**src/rtl/arith_pkg.sv**
```systemverilog
// +----------------------------------------------------------------------------+
// | arith_pkg: op encoding, handoff state type and peer indices shared by the  |
// | arithmetic units.                                        Revision: 1.0      |
// +----------------------------------------------------------------------------+
`default_nettype none

package arith_pkg;

  localparam logic OP_ADD = 1'b0;
  localparam logic OP_SUB = 1'b1;

  typedef enum logic [1:0] {
    ST_IDLE = 2'd0,
    ST_CALC = 2'd1,
    ST_HOLD = 2'd2,
    ST_SEND = 2'd3
  } state_t;

  localparam int PEER_SUB = 0;
  localparam int PEER_MUL = 1;
  localparam int PEER_DIV = 2;

endpackage

`default_nettype wire

```
**src/rtl/addsub_chunk.sv**
```systemverilog
// +----------------------------------------------------------------------------+
// | addsub_chunk: CHUNK-bit combinational adder slice; exposes the carry into  |
// | the slice MSB for signed-overflow detection.             Revision: 1.0      |
// +----------------------------------------------------------------------------+
`default_nettype none

module addsub_chunk #(
  parameter int CHUNK = 16
) (
  input  logic [CHUNK-1:0] a,
  input  logic [CHUNK-1:0] b,
  input  logic             cin,
  output logic [CHUNK-1:0] sum,
  output logic             cout,
  output logic             msb_cin
);

  logic [CHUNK:0] w_full;

  assign w_full  = {1'b0, a} + {1'b0, b} + {{CHUNK{1'b0}}, cin};
  assign sum     = w_full[CHUNK-1:0];
  assign cout    = w_full[CHUNK];
  // Carry into the MSB recovered from the MSB sum bit
  assign msb_cin = a[CHUNK-1] ^ b[CHUNK-1] ^ sum[CHUNK-1];

endmodule

`default_nettype wire

```
**src/rtl/chunked_addsub_unit.sv**
```systemverilog
// +----------------------------------------------------------------------------+
// | chunked_addsub_unit: multi-cycle add/sub, CHUNK bits per cycle, with       |
// | working/ack handoff to one peer. Optional macro ADDSUB_SAT_EN: saturate.   |
// |                                                          Revision: 1.0      |
// +----------------------------------------------------------------------------+
`default_nettype none

module chunked_addsub_unit
  import arith_pkg::*;
#(
  parameter int WIDTH     = 64,
  parameter int CHUNK     = 16,
  parameter int NUM_PEERS = 3
) (
  input  logic                 clk,
  input  logic                 rst,
  input  logic                 start,
  input  logic                 op,
  input  logic [WIDTH-1:0]     a,
  input  logic [WIDTH-1:0]     b,
  input  logic [NUM_PEERS-1:0] dest,
  input  logic [NUM_PEERS-1:0] peer_working,
  input  logic [NUM_PEERS-1:0] peer_ack_in,
  output logic [NUM_PEERS-1:0] ack_to,
  output logic                 working,
  output logic                 done,
  output logic [WIDTH-1:0]     result,
  output logic                 carry_out,
  output logic                 overflow
);

  localparam int N     = WIDTH / CHUNK;
  localparam int CNT_W = (N > 1) ? $clog2(N) : 1;

  state_t               r_state, w_state_next;
  logic [WIDTH-1:0]     r_a, r_b, r_acc;
  logic                 r_carry;
  logic [CNT_W-1:0]     r_cnt;
  logic [NUM_PEERS-1:0] r_dest;

  logic                 w_last, w_peer_busy, w_peer_ack;
  logic                 w_accept, w_calc_done, w_send_done;
  logic [CHUNK-1:0]     w_sum;
  logic                 w_cout, w_msb_cin, w_ovf;
  logic [WIDTH-1:0]     w_acc_next, w_res_final;

  // Operands shift down so the single slice always sees the current chunk
  addsub_chunk #(.CHUNK(CHUNK)) u_chunk (
    .a       (r_a[CHUNK-1:0]),
    .b       (r_b[CHUNK-1:0]),
    .cin     (r_carry),
    .sum     (w_sum),
    .cout    (w_cout),
    .msb_cin (w_msb_cin)
  );

  assign w_last      = (r_cnt == CNT_W'(N - 1));
  assign w_peer_busy = |(peer_working & r_dest);
  assign w_peer_ack  = |(peer_ack_in & r_dest);
  assign w_acc_next  = (r_acc >> CHUNK) | (WIDTH'(w_sum) << (WIDTH - CHUNK));
  assign w_ovf       = w_cout ^ w_msb_cin;

`ifdef ADDSUB_SAT_EN
  // Carry-out distinguishes negative overflow (1) from positive overflow (0)
  assign w_res_final = !w_ovf ? w_acc_next :
                       w_cout ? {1'b1, {(WIDTH-1){1'b0}}} : {1'b0, {(WIDTH-1){1'b1}}};
`else
  assign w_res_final = w_acc_next;
`endif

  assign working = (r_state != ST_IDLE);

  always_ff @(posedge clk) begin
    if (rst) r_state <= ST_IDLE;
    else     r_state <= w_state_next;
  end

  always_comb begin
    w_state_next = r_state;
    w_accept     = 1'b0;
    w_calc_done  = 1'b0;
    w_send_done  = 1'b0;
    case (r_state)
      ST_IDLE: if (start) begin
        w_accept     = 1'b1;
        w_state_next = ST_CALC;
      end
      ST_CALC: if (w_last) begin
        w_calc_done  = 1'b1;
        w_state_next = (r_dest == '0) ? ST_IDLE : ST_HOLD;
      end
      ST_HOLD: if (!w_peer_busy) w_state_next = ST_SEND;
      ST_SEND: if (w_peer_ack) begin
        w_send_done  = 1'b1;
        w_state_next = ST_IDLE;
      end
      default: w_state_next = ST_IDLE;
    endcase
  end

  always_ff @(posedge clk) begin
    if (rst) begin
      r_a       <= '0;
      r_b       <= '0;
      r_acc     <= '0;
      r_carry   <= 1'b0;
      r_cnt     <= '0;
      r_dest    <= '0;
      ack_to    <= '0;
      done      <= 1'b0;
      result    <= '0;
      carry_out <= 1'b0;
      overflow  <= 1'b0;
    end else begin
      done <= 1'b0;
      if (w_accept) begin
        r_a     <= a;
        r_b     <= (op == OP_SUB) ? ~b : b;
        r_carry <= (op == OP_SUB);
        r_dest  <= dest & (~dest + NUM_PEERS'(1));
        r_cnt   <= '0;
        r_acc   <= '0;
      end
      if (r_state == ST_CALC) begin
        r_a     <= r_a >> CHUNK;
        r_b     <= r_b >> CHUNK;
        r_carry <= w_cout;
        r_acc   <= w_acc_next;
        r_cnt   <= r_cnt + CNT_W'(1);
      end
      if (w_calc_done) begin
        result    <= w_res_final;
        carry_out <= w_cout;
        overflow  <= w_ovf;
        done      <= (r_dest == '0);
      end
      if ((r_state == ST_HOLD) && !w_peer_busy) ack_to <= r_dest;
      if (w_send_done) begin
        ack_to <= '0;
        done   <= 1'b1;
      end
    end
  end

endmodule

`default_nettype wire

```
**config.mk**
```make
export PLATFORM = sky130hd
export DESIGN_NAME = chunked_addsub_unit
export DESIGN_NICKNAME = d
export VERILOG_FILES = /design/src/rtl/arith_pkg.sv /design/src/rtl/addsub_chunk.sv /design/src/rtl/chunked_addsub_unit.sv
export SDC_FILE = /design/constraint.sdc
export NUM_CORES = 1
export LEC_CHECK = 0
export CAP_MARGIN = 20
export CORE_UTILIZATION = 50
export CTS_BUF_LIST = sky130_fd_sc_hd__clkbuf_16
export DETAILED_ROUTE_END_ITERATION = 10
export PLACE_DENSITY_LB_ADDON = 0.05
export REMOVE_ABC_BUFFERS = 1
export SYNTH_ARGS = -nofsm -noshare
export SYNTH_HDL_FRONTEND = slang
export SYNTH_SLANG_ARGS = --single-unit
```
**constraint.sdc**
```tcl
create_clock -name clk -period 2.9 [get_ports clk]
set_clock_uncertainty 0.05 [all_clocks]
set_input_delay 0.58 -clock clk [delete_from_list [all_inputs] [get_ports clk]]
set_output_delay 0.58 -clock clk [all_outputs]
set_load 0.05 [all_outputs]
```
==> results.yml <==
status:
  outcome: "finished, final reports clean"
global_routing:
  grt.total_usage_pct: 23.7
  first_global_vias: 8863
  antenna_found_initial: 0
  grt_max_degree: 125
  grt_pass1_wl_mm: 44.0
  overflow: 0
clock_network:
  cts_max_path_buffers: 3
  cts-root-buf: "clkbuf_16"
  numCtsBuffers: 28
  clock_sinks: 254
  clk_pin_slew_ns: 0.06
  postCtsSetupBuffers: 0
  worstSkewPairLatency_ns: 0.54
  htreeDepth: 1
  tritoncts: "yes"
  holdBufCountCts: 0
sta:
  worst_pin_slew_ns: 0.687
  worst_slack_ns: 0.154
  finalHoldViolations: 0
  min_period_ns: 2.75
  setup_viol: 0
  hold_ws_ns: 0.399
  relSlewSlack_pct: 54.2
  post-route-period-util_pct: 94.7
  drv_slew: 0
  rsz0062_at_grt: "no"
  fmax_mhz: 364
route:
  finalWirelength_mm: 26.8
  post_drt_wl_per_cell_um: 15.0
  ant_nets: 0
  route.detailed.drc: 0
  drtPass1Iterations: 4
  first_iter_violations: 607
  via_count: 9745
  viasPerCell: 5.45
worst_hold_path:
  whs_endpoint: "result[6]"
  min_path_cells: 2
  worstHoldStart: "r_acc[22]"
  min_path_type: "register to register"
yosys:
  yosys_warnings: 0
  synth_top_area_share_pct: 46.5
  synthCells: 1346
  synth-seq-area-share_pct: 46.5
  avgSynthCellArea_sq_um: 8.13
  ys_types: 56
  synth_edf_count: 0
  synth_top_area_cell: "dfxtp_1"
  synth_top_flop_cell: "dfxtp_1"
  ys_async_sr_fraction_pct: 0
  synth_area_sq_um: 10900
  ys_ff_latch: 254
  synthTopCellsByArea: "dfxtp_1 46%, nand2_1 10%, a21oi_1 6.4%, nor2_1 6.3%, xnor2_1 5.8%"
floorplan:
  num_io_pins: 212
  die_y_um: 150
  rows: 53
  initial_core_util_pct: 51.5
  die-area_sq_um: 22500
  coreArea_sq_um: 21200
  die_w_um: 150
worst_setup_path:
  r2r_setup_slack_ns: 0.15
  end_kind: "register"
  reg2reg_depth: 8
  critPathMaxStageDelay_ns: 0.48
  r2r-end: "overflow"
  worstPathArrival_ns: 3.15
  worstSetupStartpointType: "register"
  worst-endpoint-required_ns: 3.30
  crit_type: "register to register"
  critPathMaxFanout: 4
  crit_path_top_delay_cell: "fa_1"
  crit_chain: "fa_1 > fa_2 > a211oi_2 > o21ai_2 > o2111a_1 > o32a_2 > xnor2_1 > a211oi_1"
  r2r-start: "r_a[0]"
place:
  place_ws_ns: 0.0786
  io_buffers: 211
  place_inst: 1735
  gp_congestion: 0.812
  dp_hpwl_mm: 17.2
flow_run:
  drv_cap: 0
final_layout:
  fill_cells: 1897
  antenna_cells: 0
  drive_gt1_share_pct: 5.75
  finish.utilization_pct: 66.2
  areaGrowthSynthToFinish_pct: 28.5
  regArea_sq_um: 5080
  finalNonFillerCells: 1787
  multi_input_comb_area_sq_um: 5380
  final_nets: 1649
power_and_ir_drop:
  peakVddDrop_mv: 0.383
  power_leakage_nw: 5.03
  p_total_mw: 8.10
  power.density_nw_per_um2: 576
==> per-stage QoR <==
step | area (sq um) | setup TNS (ns)
2_1_floorplan | 10400 | -558.43
3_3_place_gp | 13200 | 0
3_5_place_dp | 13200 | 0
4_1_cts | 14100 | 0
5_1_grt | 14100 | 0
6_report | 14100 | 0
==> cell type report <==
class                      instances  share of cell area (%)
clock buffer                      29                    5.16
clock inverter                    23                   0.935
timing repair buffer             231                    16.9
sequential                       254                    36.2
multi-input combinational        970                    38.2
inverter                           5                   0.134
tap                              275                    2.45
==> synth_stat cells (2+ instances only) <==
cell type,count
nor2_1,183
dfxtp_1,254
o21ai_2,3
xnor2_1,73
nand3b_1,4
o31ai_1,3
a22oi_1,2
o21ai_0,8
nor4_1,2
a211o_1,3
buf_1,11
and2_1,3
xor2_1,3
clkbuf_1,67
nor3_1,5
nand4b_1,2
buf_2,37
nor4b_1,2
a211oi_2,2
nand2_1,305
a31oi_1,4
inv_1,5
a21o_1,4
a31o_2,2
or3_1,2
o21a_1,3
fa_1,2
o211ai_1,2
nand2b_1,3
nand3_1,49
a311oi_1,48
mux2i_1,4
a21oi_1,139
a211oi_1,21
a21o_2,2
a221oi_1,49
ha_1,16
==> power by group <==
| group | internal, mW | switching (mW) | total, mW |
|---|---|---|---|
| Clock | 1.89 | 1.38 | 3.27 |
| Combinational | 0.491 | 0.583 | 1.07 |
| Sequential | 3.65 | 0.101 | 3.75 |
==> metal layers <==
metal | part of all wire [%] | global-route usage [%] | wire length [um]
met4 | 1.4 | 5.30 | 383
met3 | 4.7 | 2.96 | 1250
met1 | 48 | 34.0 | 12900
met5 | 0 | 0 | 0
met2 | 46 | 37.7 | 12200
==> cell families (layout without fill, tap and decap cells) <==
family | Yosys count | after routing | share of synthesized area, %
AO/OA/AOI/OAI | 307 | 307 | 19.4
XOR/XNOR | 76 | 76 | 6.09
adder cells (fa/ha/maj) | 18 | 18 | 2.20
buffers and inverters | 122 | 288 | 4.71
flip-flops | 254 | 254 | 46.5
multiplexers | 4 | 4 | 0.366
AND/OR/NAND/NOR | 565 | 565 | 20.8
==> worst max-delay path by stage <==
stage / to / slack (ns) / cells after the start / startpoint
2_1_floorplan: result[59] / -3.71 / 4 / r_state[0]
3_3_place_gp: overflow / 0.12 / 8 / r_a[0]
3_5_place_dp: overflow / 0.08 / 8 / r_a[0]
4_1_cts: overflow / 0.09 / 8 / r_a[0]
5_1_grt: overflow / 0.03 / 8 / r_a[0]
6_report: overflow / 0.15 / 8 / r_a[0]
==> cell usage in the layout (no fill, tap or decap), drive strengths merged, types with 3 or more instances in the layout <==
master	count
o21ai	11
o31ai	4
a21oi	139
a221oi	49
o21a	3
nor2	183
o211ai	3
inv	12
nand2b	3
xor2	3
a21o	6
clkdlybuf4s50	209
buf	21
a31oi	4
xnor2	73
nor3	5
a211o	3
nand3b	4
a311oi	48
dfxtp	254
clkinv	14
nand2	305
ha	16
a211oi	23
and2	4
mux2i	4
clkbuf	30
nand3	49
==> timing repair <==
item,4_1_cts,5_1_grt
hold endpoints to repair,0,0
endpoints found under the setup margin,0,1
resized for setup,0,1
==> flip-flops by register name (all words and copies together) (netlist names), named ones only <==
register	flops
ack_to	3
carry_out	1
done	1
overflow	1
r_a	64
r_acc	48
r_b	64
r_carry	1
r_cnt	2
r_dest	3
r_state	1
result	64
==> critical path: cells and delay by family, from the launching register on <==
family	cells	cell delay, ns
flops	1	0.33
fa+ha+maj	2	0.87
compound gates	5	1.30
xor+xnor	1	0.13
No activity file was read; power rests on OpenSTA's default activity.
==> RTL edit 1 (same settings) <==
The 4 states of `state_t` get a one-hot encoding in 4 bits.
--- a/src/rtl/arith_pkg.sv
+++ b/src/rtl/arith_pkg.sv
@@ -11,7 +11,7 @@
 
-  typedef enum logic [1:0] {
-    ST_IDLE = 2'd0,
-    ST_CALC = 2'd1,
-    ST_HOLD = 2'd2,
-    ST_SEND = 2'd3
+  typedef enum logic [3:0] {
+    ST_IDLE = 4'b0001,
+    ST_CALC = 4'b0010,
+    ST_HOLD = 4'b0100,
+    ST_SEND = 4'b1000
   } state_t;
Behaviour: same outputs for any inputs over 4 cycles, from zero or initial values and one cycle with rst high; so few cycles prove little.
==> RTL edit 1 against the original RTL <==
  * Count of clock-buffer cells in the layout is 2 lower
  * Via count increased by 2.3%
  * Global-route usage hardly changed
  * Wire length is 1.9% higher
  * Worst setup slack improved by 0.031 ns
  * Sequential cell count rose by 2
  * Synthesized area grew 1.7%
  * Cell area rose by 1.2%
  * Sequential share of layout area fell by 0.14 points
Power is not compared: it rests on default switching activity, and its combinational part moved more than twofold at a synthesized area within 25%.
==> RTL edit 1: results (changes against the original RTL) <==
[layout]
clk_share_pct=5.23  ; -0.86 points
nonClockInverterCount=6  ; +1
multi_input_area_um2=5530  ; +2.9%
signal_buffers=236  ; +2.2%
layout-drive-gt1-share_pct=4.59  ; -1.2 points
nNetsFinal=1715  ; +4.0%
nClkBuffers=27  ; -6.9%
fillers=1968  ; +3.7%
buf_share_pct=17.2  ; +0.33 points
seq_share_pct=36.0  ; -0.14 points
instances_no_fill=1850  ; +3.5%
multi_input_comb_cells=1029  ; +6.1%

[global_routing]
grt_max_degree=102  ; -18%
met2_usage_pct=36.3  ; -1.4 points
grt_pass1_wl_mm=44.1  ; +0.11%
globalRouteTotalUtil_pct=23.6  ; -0.049 points
grt_use_met3_pct=3.28  ; +0.33 points
grt_pass1_vias=8802  ; -0.69%
grtUsageMet1_pct=34.8  ; +0.79 points

[sta]
max_slew_margin_pct=54.7  ; +0.55 points
max_freq_mhz=368  ; +1.1%
whs_ns=0.398  ; -0.00102 ns

[placed_design]
place_ws_ns=0.176  ; +0.0972 ns
dp_hpwl_mm=17.6  ; +2.4%
place_inst=1807  ; +4.1%
gp_congestion=0.823  ; +1.4%

[routing]
vias_per_cell=5.39  ; -1.2%
wl_met2_mm=12.1  ; -1.3%
firstDrtPassIters=7  ; +3
drtIter0Drc=733  ; +21%
route.met3.wl_mm=1.44  ; +16%
met1Wirelength_mm=13.3  ; +3.1%
routed_wl_mm=27.3  ; +1.9%

[worst_hold_path]
whs_endpoint=r_b[33]
hold_path_class=reg2reg
hold_start=r_b[49]

[critical_path]
path_max_fanout=3  ; -1
worstPathArrival_ns=3.10  ; -0.05 ns
crit_family=compound AO/OA/AOI/OAI gates
ff2ff_path_depth=10  ; +2
max_stage_delay_ns=0.44  ; -0.04 ns
crit_end=result[62]

[synth]
synth_common_cells=nand2_1, dfxtp_1, a21oi_1, nor2_1, clkbuf_1
ys_warn_count=0  ; unchanged
netlist_instances=1408  ; +4.6%
ys_ff_latch=256  ; +0.79%
ys_seq_area_share_pct=46.1  ; -0.40 points
synthTopCellsByArea=dfxtp_1, nand2_1, a21oi_1
ys_types=50  ; -11%

[outcome]
outcome=completed

[cts]
clockBufferDepth=3  ; unchanged
clock_latency_ns=0.52  ; -0.02 ns

==> RTL edit 1: changes by cell type after synthesis, moves of 4 or more <==
cell and change:
nor2_1 -93, o211ai_1 +47, nand3_1 +8, xnor2_1 -4, a211oi_1 -4, buf_2 -14, clkbuf_1 +13, a221oi_1 -47
nand2_1 +101, a21oi_1 +47, nand2b_1 +6
==> RTL edit 1: timing repair <==
| action | 4_1_cts | 5_1_grt |
|---|---|---|
| hold endpoints to repair | 0 | 0 |
| resized for setup | 0 | 2 |
| buffers inserted | 0 | 0 |
| endpoints found under the setup margin | 0 | 1 |
==> RTL edit 1: worst min-delay path, stage by stage, from the launching register on <==
cell and delay (ns):
dfxtp_1 0.31, nand2_1 0.05, a21oi_1 0.05
==> RTL edit 1: power by group through the flow <==
stage / logic, mW / registers [mW] / clock network, mW
5_1_grt: 3.06 / 4.41 / 3.20
2_1_floorplan: 1.93 / 4.33 / 0
3_5_place_dp: 2.74 / 4.41 / 0
4_1_cts: 2.76 / 4.34 / 3.05
3_3_place_gp: 2.71 / 4.41 / 0
6_report: 2.75 / 4.35 / 2.99
==> RTL edit 1: logic make-up (layout without fill, tap and decap cells) <==
family | after synthesis | in the layout | synth area share (%)
flip-flops | 256 | 256 | 46.1
multiplexers | 4 | 4 | 0.360
AND/OR/NAND/NOR | 594 | 594 | 21.8
adder cells (fa/ha/maj) | 18 | 18 | 2.16
buffers and inverters | 123 | 285 | 4.41
AO/OA/AOI/OAI | 340 | 340 | 19.5
XOR/XNOR | 73 | 73 | 5.75
==> RTL edit 1: stage by stage <==
stage	area (µm²)	total power [mW]
3_5_place_dp	13500	7.16
4_1_cts	14200	10.1
6_report	14200	10.1
3_3_place_gp	13500	7.11
2_1_floorplan	10700	6.26
5_1_grt	14200	10.7
==> RTL edit 2 (same flow settings) <==
Without the edit above. The parameter `NUM_PEERS` goes from 3 to 5.
--- a/src/rtl/chunked_addsub_unit.sv
+++ b/src/rtl/chunked_addsub_unit.sv
@@ -12,3 +12,3 @@
   parameter int CHUNK     = 16,
-  parameter int NUM_PEERS = 3
+  parameter int NUM_PEERS = 5
 ) (
Ports: changed (resized ack_to, dest, peer_ack_in and peer_working); port bits go from 212 to 220. No check against the original RTL was run, so the function may have changed too.
==> RTL edit 2 against the original RTL <==
  * Sequential cell count increased by 4
  * Wire length increased by 1.0%
  * Cell area is 1.7% higher
  * Sequential power rose by 2%
  * Global-route usage rose by 0.29 points
  * Power up 2.0%
  * Critical path depth shrank 5
  * Count of clock-buffer cells in the layout fell by 2
  * Die area is 1.2% higher
  * Final cell count rose by 1.3%
  * Worst hold slack lost 0.030 ns
  * Worst setup slack got worse by 0.035 ns
  * Synthesized area rose by 1.2%
  * Critical path type is now reg2out
  * Largest power group unchanged
  * Highest routed layer unchanged
==> RTL edit 2: results (changes against the original RTL) <==
[synth]
synth_compound_area_share_pct=19.4  ; +0.032 points
synth_common_cells=nand2_1, dfxtp_1, nor2_1, a21oi_1, xnor2_1
synth_xor_area_share_pct=6.01  ; -0.072 points
ys_seq_area_share_pct=46.7  ; +0.18 points
muxShareOfSynthArea_pct=0.543  ; +0.18 points
synthTopCellsByArea=dfxtp_1, nand2_1, a21oi_1
ys_types=58  ; +3.6%
yosys.area_share.adder_pct=2.17  ; -0.026 points
syn_avg_cell_area_um2=8.13  ; about the same

[routing]
firstDrtPassIters=8  ; +4
drtIter0Drc=567  ; -6.6%
detail_route.wl_per_cell_um=14.9  ; -0.26%
route.met3.wl_mm=1.30  ; +4.4%
met1Wirelength_mm=12.9  ; -0.12%
vias_per_cell=5.45  ; about the same
wl_met2_mm=12.4  ; +0.96%

[cts]
numCtsBuffers=27  ; -3.6%
clock_sinks=258  ; +1.6%

[critical_path]
worstPathArrival_ns=2.15  ; -1.00 ns
path_max_fanout=9  ; +5
rrSetupSlack_ns=0.22  ; +0.07 ns

[layout]
nNetsFinal=1678  ; +1.8%
instances_no_fill=1810  ; +1.3%
clk_share_pct=5.88  ; -0.22 points
buf_share_pct=17.2  ; +0.31 points
signal_buffers=238  ; +3.0%
multi_input_comb_cells=981  ; +1.1%
nonClockInverterCount=7  ; +2

[pwr]
cellPowerDensity_nw_per_um2=578  ; +0.26%
p_leak_nw=5.09  ; +1.2%
max-vdd-ir-drop_uv=369  ; -3.5%

[global_routing]
grt_pass1_vias=8938  ; +0.85%
globalRouteTotalUtil_pct=24.0  ; +0.29 points

[sta]
whs_ns=0.370  ; -0.0300 ns
max_freq_mhz=360  ; -1.3%
tightestPinTransition_ns=0.656  ; -0.0310 ns

[placed_design]
dp_hpwl_mm=17.7  ; +2.7%
place_ws_ns=0.0749  ; -0.00368 ns

[worst_hold_path]
hold_path_class=in2reg

[outcome]
outcome=completed

[floorplan]
taps=280  ; +1.8%

[RTL edit 2: cell types whose count changed after synthesis, moves of 2 or more]
| cell | change |
|---|---|
| dfxtp_1 | +4 |
| nor2_1 | +5 |
| buf_1 | +9 |
| a22oi_1 | +2 |
| buf_2 | -10 |
| nand2b_1 | +2 |
| a21oi_1 | +2 |
| nand2_1 | -2 |
| mux2i_1 | +2 |
[RTL edit 2: final timing paths]
kind,startpoint,to,cells past startpoint
worst max-delay path,register,working,3
worst min-delay path,rst,result[62],2
worst max register to register,r_a[0],overflow,8
worst min register to register,result[16],result[16],2
[RTL edit 2: metal layers]
metal | GRT usage [%] | vias to the layer above
met4 | 6.00 | 0
met1 | 34.1 | 4581
met2 | 38.4 | 261
met3 | 2.98 | 37
met5 | 0 | -
li1 | - | 4994
[RTL edit 2: power by group]
part           switching (mW)  internal [mW]  leakage (nW)
clock                    1.38           1.95         0.425
sequential              0.107           3.71          2.10
combinational           0.599          0.513          2.56
